--- src/rtl/oq_read_scheduler.sv ---
`default_nettype none
// ============================================================================
//  Module   : oq_read_scheduler
//  Purpose  : Packet-atomic round-robin read scheduler for the SRAM output
//             queues; optional grant watchdog under OQ_SCHED_WATCHDOG_EN.
//  Revision : 1.0 - initial release
// ============================================================================
module oq_read_scheduler #(
    parameter int NUM_QUEUES     = 5,
    parameter int QUEUE_ID_WIDTH = 3,
    parameter int PKT_CNT_WIDTH  = 8,
    parameter int TIMEOUT_CYCLES = 4096
) (
    input  logic                      clk,
    input  logic                      reset,
    input  logic                      enq_valid,
    input  logic [QUEUE_ID_WIDTH-1:0] enq_queue,
    input  logic [NUM_QUEUES-1:0]     port_ready,
    input  logic                      pkt_done,
    output logic                      grant_valid,
    output logic [QUEUE_ID_WIDTH-1:0] grant_queue,
    output logic [NUM_QUEUES-1:0]     grant_onehot,
    output logic [NUM_QUEUES-1:0]     queue_nonempty,
    output logic                      err_overflow,
    output logic                      err_spurious_done,
    output logic                      err_timeout
);

    localparam logic [0:0] c_st_idle = 1'b0;
    localparam logic [0:0] c_st_busy = 1'b1;
    localparam int         c_idx_w   = QUEUE_ID_WIDTH + 1;

    logic [0:0]                r_state;
    logic [0:0]                w_state_next;
    logic [QUEUE_ID_WIDTH-1:0] r_last_grant;
    logic [QUEUE_ID_WIDTH-1:0] r_grant_queue;
    logic [NUM_QUEUES-1:0]     r_grant_onehot;
    logic                      r_grant_valid;
    logic [NUM_QUEUES-1:0]     r_queue_nonempty;
    logic                      r_err_overflow;
    logic                      r_err_spurious_done;
    logic                      r_err_timeout;

    logic [PKT_CNT_WIDTH-1:0]  r_pkt_count  [NUM_QUEUES];
    logic [PKT_CNT_WIDTH-1:0]  w_count_next [NUM_QUEUES];
    logic [NUM_QUEUES-1:0]     w_hit;
    logic [NUM_QUEUES-1:0]     w_full;
    logic [NUM_QUEUES-1:0]     w_inc;
    logic [NUM_QUEUES-1:0]     w_dec;
    logic [NUM_QUEUES-1:0]     w_eligible;
    logic [NUM_QUEUES-1:0]     w_pick_onehot;
    logic [QUEUE_ID_WIDTH-1:0] w_pick;
    logic [c_idx_w-1:0]        w_idx;
    logic                      w_found;
    logic                      w_timeout;
    logic                      w_release;
    logic                      w_overflow;

    assign w_release  = (r_state == c_st_busy) && (pkt_done || w_timeout);
    assign w_overflow = enq_valid &&
                        (({1'b0, enq_queue} >= c_idx_w'(NUM_QUEUES)) || (|(w_hit & w_full)));

    generate
        for (genvar q = 0; q < NUM_QUEUES; q++) begin : g_queue
            assign w_hit[q]         = enq_valid && (enq_queue == QUEUE_ID_WIDTH'(q));
            assign w_full[q]        = &r_pkt_count[q];
            assign w_inc[q]         = w_hit[q] && !w_full[q];
            assign w_dec[q]         = w_release && (r_grant_queue == QUEUE_ID_WIDTH'(q));
            assign w_eligible[q]    = (|r_pkt_count[q]) && port_ready[q];
            assign w_pick_onehot[q] = (w_pick == QUEUE_ID_WIDTH'(q));
            // A commit blocked by saturation does not cancel a same-cycle decrement.
            assign w_count_next[q]  = (w_inc[q] && !w_dec[q]) ? r_pkt_count[q] + 1'b1 :
                                      (w_dec[q] && !w_inc[q]) ? r_pkt_count[q] - 1'b1 :
                                                                r_pkt_count[q];
        end
    endgenerate

    // Round-robin search from last_grant+1, wrapping modulo NUM_QUEUES.
    always_comb begin
        w_found = 1'b0;
        w_pick  = '0;
        w_idx   = '0;
        for (int k = 1; k <= NUM_QUEUES; k++) begin
            w_idx = {1'b0, r_last_grant} + c_idx_w'(k);
            if (w_idx >= c_idx_w'(NUM_QUEUES)) begin
                w_idx = w_idx - c_idx_w'(NUM_QUEUES);
            end
            if (!w_found && w_eligible[w_idx[QUEUE_ID_WIDTH-1:0]]) begin
                w_found = 1'b1;
                w_pick  = w_idx[QUEUE_ID_WIDTH-1:0];
            end
        end
    end

    always_comb begin
        w_state_next = r_state;
        if (r_state == c_st_idle) begin
            if (w_found) begin
                w_state_next = c_st_busy;
            end
        end else begin
            if (w_release) begin
                w_state_next = c_st_idle;
            end
        end
    end

    always_ff @(posedge clk) begin
        if (reset) begin
            r_state             <= c_st_idle;
            r_grant_valid       <= 1'b0;
            r_grant_queue       <= '0;
            r_grant_onehot      <= '0;
            r_last_grant        <= QUEUE_ID_WIDTH'(NUM_QUEUES - 1);
            r_queue_nonempty    <= '0;
            r_err_overflow      <= 1'b0;
            r_err_spurious_done <= 1'b0;
            r_err_timeout       <= 1'b0;
            for (int q = 0; q < NUM_QUEUES; q++) begin
                r_pkt_count[q] <= '0;
            end
        end else begin
            r_state <= w_state_next;
            if ((r_state == c_st_idle) && w_found) begin
                r_grant_valid  <= 1'b1;
                r_grant_queue  <= w_pick;
                r_grant_onehot <= w_pick_onehot;
            end else if (w_release) begin
                r_grant_valid  <= 1'b0;
                r_grant_onehot <= '0;
                r_last_grant   <= r_grant_queue;
            end
            for (int q = 0; q < NUM_QUEUES; q++) begin
                r_pkt_count[q]      <= w_count_next[q];
                r_queue_nonempty[q] <= |w_count_next[q];
            end
            if (w_overflow) begin
                r_err_overflow <= 1'b1;
            end
            if (pkt_done && (r_state == c_st_idle)) begin
                r_err_spurious_done <= 1'b1;
            end
            if (w_timeout) begin
                r_err_timeout <= 1'b1;
            end
        end
    end

`ifdef OQ_SCHED_WATCHDOG_EN
    localparam int c_wd_width = $clog2(TIMEOUT_CYCLES + 1);

    logic [c_wd_width-1:0] r_wd_count;

    // pkt_done in the expiry cycle wins, so the timeout is masked by it.
    assign w_timeout = (r_state == c_st_busy) && !pkt_done &&
                       (r_wd_count == c_wd_width'(TIMEOUT_CYCLES - 1));

    always_ff @(posedge clk) begin
        if (reset || (r_state == c_st_idle)) begin
            r_wd_count <= '0;
        end else begin
            r_wd_count <= r_wd_count + 1'b1;
        end
    end
`else
    assign w_timeout = 1'b0;
`endif

    assign grant_valid       = r_grant_valid;
    assign grant_queue       = r_grant_queue;
    assign grant_onehot      = r_grant_onehot;
    assign queue_nonempty    = r_queue_nonempty;
    assign err_overflow      = r_err_overflow;
    assign err_spurious_done = r_err_spurious_done;
    assign err_timeout       = r_err_timeout;

endmodule
`default_nettype wire

--- config.mk ---
export PLATFORM = sky130hd
export DESIGN_NAME = oq_read_scheduler
export DESIGN_NICKNAME = d
export VERILOG_FILES = /design/src/rtl/oq_read_scheduler.sv
export SDC_FILE = /design/constraint.sdc
export NUM_CORES = 1
export LEC_CHECK = 0
export ABC_AREA = 1
export CORE_ASPECT_RATIO = 1.75
export CORE_MARGIN = 2
export CORE_UTILIZATION = 39
export CTS_CLUSTER_SIZE = 8
export DETAILED_ROUTE_END_ITERATION = 12
export PLACE_DENSITY_LB_ADDON = 0.15
export SETUP_SLACK_MARGIN = 0.02
export SKIP_LAST_GASP = 1
export SLEW_MARGIN = 10
export SYNTH_ARGS = -nofsm -noshare
export SYNTH_HDL_FRONTEND = slang
export SYNTH_SLANG_ARGS = --single-unit
--- constraint.sdc ---
create_clock -name clk -period 3.5 [get_ports clk]
set_clock_uncertainty 0.15 [all_clocks]
set_input_delay 0.875 -clock clk [delete_from_list [all_inputs] [get_ports clk]]
set_output_delay 0.875 -clock clk [all_outputs]
set_load 0.05 [all_outputs]
==> impl_metrics.env <==
export IMPL_synth_area_leaders="dfxtp_1, nand2_1, nor2_1"
export IMPL_crit_slowest_cell="fa_1"
export IMPL_outcome="complete, no violations"
export IMPL_clk_path_buf_depth=2
export IMPL_critPathRequiredTime_ns=3.61
export IMPL_syn_to_final_growth_pct=16.3
export IMPL_critPathTopFamily="simple AND/OR/NAND/NOR gates"
export IMPL_grt_usage=0.195
export IMPL_multi_input_area_um2=2850
export IMPL_end_kind="flip-flop"
export IMPL_drv_cap=0
export IMPL_cts_num_sinks=60
export IMPL_yosysWarningCount=0
export IMPL_avgViaCountPerCell=5.05
export IMPL_critPathMaxStageDelay_ns=0.37
export IMPL_io_pins=29
export IMPL_root_buffer="clkbuf_16"
export IMPL_grt_pass1_wl_um=19600
export IMPL_die_y_um=146
export IMPL_critical_path_max_fanout=13
export IMPL_yosys_most_used_dff="dfxtp_1"
export IMPL_dieArea_um2=12500
export IMPL_start_kind="flip-flop"
export IMPL_peakVddDrop_mv=0.533
export IMPL_num_vias=4357
export IMPL_cpMostUsedCell="nand2_1"
export IMPL_netlist_area_um2=4520
export IMPL_grt_pass1_vias=4280
export IMPL_slew_violations=0
export IMPL_cp_num_buf_inv=3
export IMPL_post_dp_cell_area_um2=4940
export IMPL_slew_headroom=0.658
export IMPL_fillers=1193
export IMPL_yosysTopAreaCellShare=0.266
export IMPL_portBuffers=27
export IMPL_insertion_delay_ns=0.33
export IMPL_instances_no_fill=863
export IMPL_place_hpwl_um=9010
export IMPL_yosysSeqAreaShare=0.266
export IMPL_layout_commonest_cell="nand2_1"
export IMPL_drive_gt1_frac=0.106
export IMPL_max_freq_ghz=0.323
export IMPL_hold_viol=0
export IMPL_initial_core_util=0.395
export IMPL_h_tree_depth=3
export IMPL_rsz0062_at_grt="false"
export IMPL_synth_cell_types=45
export IMPL_rows=52
export IMPL_worst_slew_pin_slew_ns=0.511
export IMPL_clk_pin_slew_ns=0.05
export IMPL_antenna_cells=0
export IMPL_numCtsBuffers=9
export IMPL_routabilityCongestion=0.933
export IMPL_postSynth_asyncResetShare=0
export IMPL_leakage_nw=2.45
export IMPL_dp_cells=847
export IMPL_grt_overflow=0
export IMPL_avgRoutedWirePerCell_um=13.3
export IMPL_netlist_instances=691
export IMPL_finish_utilization=0.459
export IMPL_seqCellArea_um2=1200
export IMPL_powerDensity_nw_per_um2=783
export IMPL_drt_iter0_drc=204
export IMPL_design_area_um2=5250
export IMPL_critPathArrivalTime_ns=3.21
export IMPL_fin_setup_tns_ns=0
export IMPL_fp_coreArea_um2=11500
export IMPL_cp_cell_sequence="inv_2, ha_1, inv_1, fa_1, inv_1, nand2_1, nand2_2, nand2_1, nand2_1, nand2_1, nand2_1, nor2_2, nor2_1, nor2_4, nand3_1, nor2_1, nor2_1, nand3_1, nor2_2, nand2_1, a21oi_2"
export IMPL_tritoncts="yes"
export IMPL_final_cell_mix="nand2_1, nor2_1, inv_1"
export IMPL_hold_path_class="reg2reg"
export IMPL_drt_wl_total_um=11500
export IMPL_grt_antenna_before_repair=0
export IMPL_dr_pass1_iters=7
export IMPL_syn_nets=724
export IMPL_finalHoldWorstSlack_ns=0.302
export IMPL_grt_max_degree=34
export IMPL_setup_viol=0
export IMPL_post_route_period_util=0.884
export IMPL_period_needed_ns=3.09
export IMPL_path_class="reg2reg"
export IMPL_nNetsFinal=756
export IMPL_reg2reg_slack_ns=0.41
export IMPL_synth_edf_count=0
export IMPL_drc=0
export IMPL_avgSynthCellArea_um2=6.54
export IMPL_ys_seq_elements=60
export IMPL_ant_nets=0
export IMPL_yosys_area_top_type="dfxtp_1"
export IMPL_die_w_um=85.4
==> worst paths after layout <==
kind | start | cells past startpoint | to
max | r_last_grant[0] | 21 | grant_onehot[0]
max reg2reg | r_last_grant[0] | 21 | grant_onehot[0]
min | err_overflow | 2 | err_overflow
min reg2reg | err_overflow | 2 | err_overflow
==> area by class of cell <==
type                            instances  area share
Multi-Input combinational cell        515       0.543
Sequential cell                        60       0.229
Inverter                              102      0.0738
Timing Repair Buffer                   35      0.0619
Clock buffer                           11      0.0462
Tap cell                              135      0.0322
Clock inverter                          5      0.0143
==> worst register-to-register path, stage by stage, from the launching register on <==
cell and delay [ns]:
dfxtp_1 0.31, inv_2 0.21, ha_1 0.19, inv_1 0.08, fa_1 0.37, inv_1 0.10, nand2_1 0.09, nand2_2 0.10
nand2_1 0.05, nand2_1 0.12, nand2_1 0.07, nand2_1 0.08, nor2_2 0.04, nor2_1 0.20, nor2_4 0.09, nand3_1 0.13
nor2_1 0.05, nor2_1 0.10, nand3_1 0.15, nor2_2 0.16, nand2_1 0.09, a21oi_2 0.11
==> where the power goes <==
part / internal (W) / switching, W
sequential: 0.000830 / 0.000127
clock: 0.000638 / 0.000309
combinational: 0.000746 / 0.00146
==> state kept, by name, indices dropped and copies added, names as in the netlist <==
register           count
queue_nonempty         5
err_spurious_done      1
r_state                1
err_overflow           1
grant_valid            1
grant_queue            3
grant_onehot           5
r_pkt_count           40
r_last_grant           3
==> Yosys cell counts, types with 5 or more instances <==
cell type	count
a21oi_2	5
inv_2	6
nor2_1	103
nand2_1	142
inv_1	95
nand2_2	13
dfxtp_1	60
o21ai_1	10
o22ai_1	7
ha_1	20
xor2_1	34
a21oi_1	14
nor3_1	16
nand4_1	12
o21ai_0	30
nand3_1	55
nor4_1	5
clkbuf_1	6
nor3_2	5
==> kinds of logic (layout without fill, tap and decap cells) <==
logic type      after synthesis  after routing  synth area share
compound gates               84             84             0.112
xor+xnor                     37             37            0.0717
other cells                   1              1          0.000830
flops                        60             60             0.266
simple gates                372            372             0.387
buf+inv                     116            153             0.103
fa+ha+maj                    21             21            0.0598
==> per-stage QoR <==
stage | setup slack (ns) | power (W)
global route | 0.0535 | 0.00445
global placement | 0.141 | 0.00315
CTS | 0.295 | 0.00415
detailed placement | 0.105 | 0.00318
finish | 0.406 | 0.00411
floorplan | 0.560 | 0.00265
==> per-layer routing <==
layer | share of wire | routed length (um) | global-route usage
met5 | 0 | 0 | 0
met3 | 0.025 | 288 | 0.0288
met4 | 0.039 | 449 | 0.0968
met2 | 0.54 | 6180 | 0.362
met1 | 0.40 | 4560 | 0.209
==> what timing repair did <==
action / 4_1_cts / 5_1_grt
hold endpoints to repair: 0 / 0
resized for setup: 0 / 1
setup endpoints to repair: 0 / 4
hold buffers: 0 / 0
buffers inserted: 0 / 0
(Power assumes the default switching activity.)
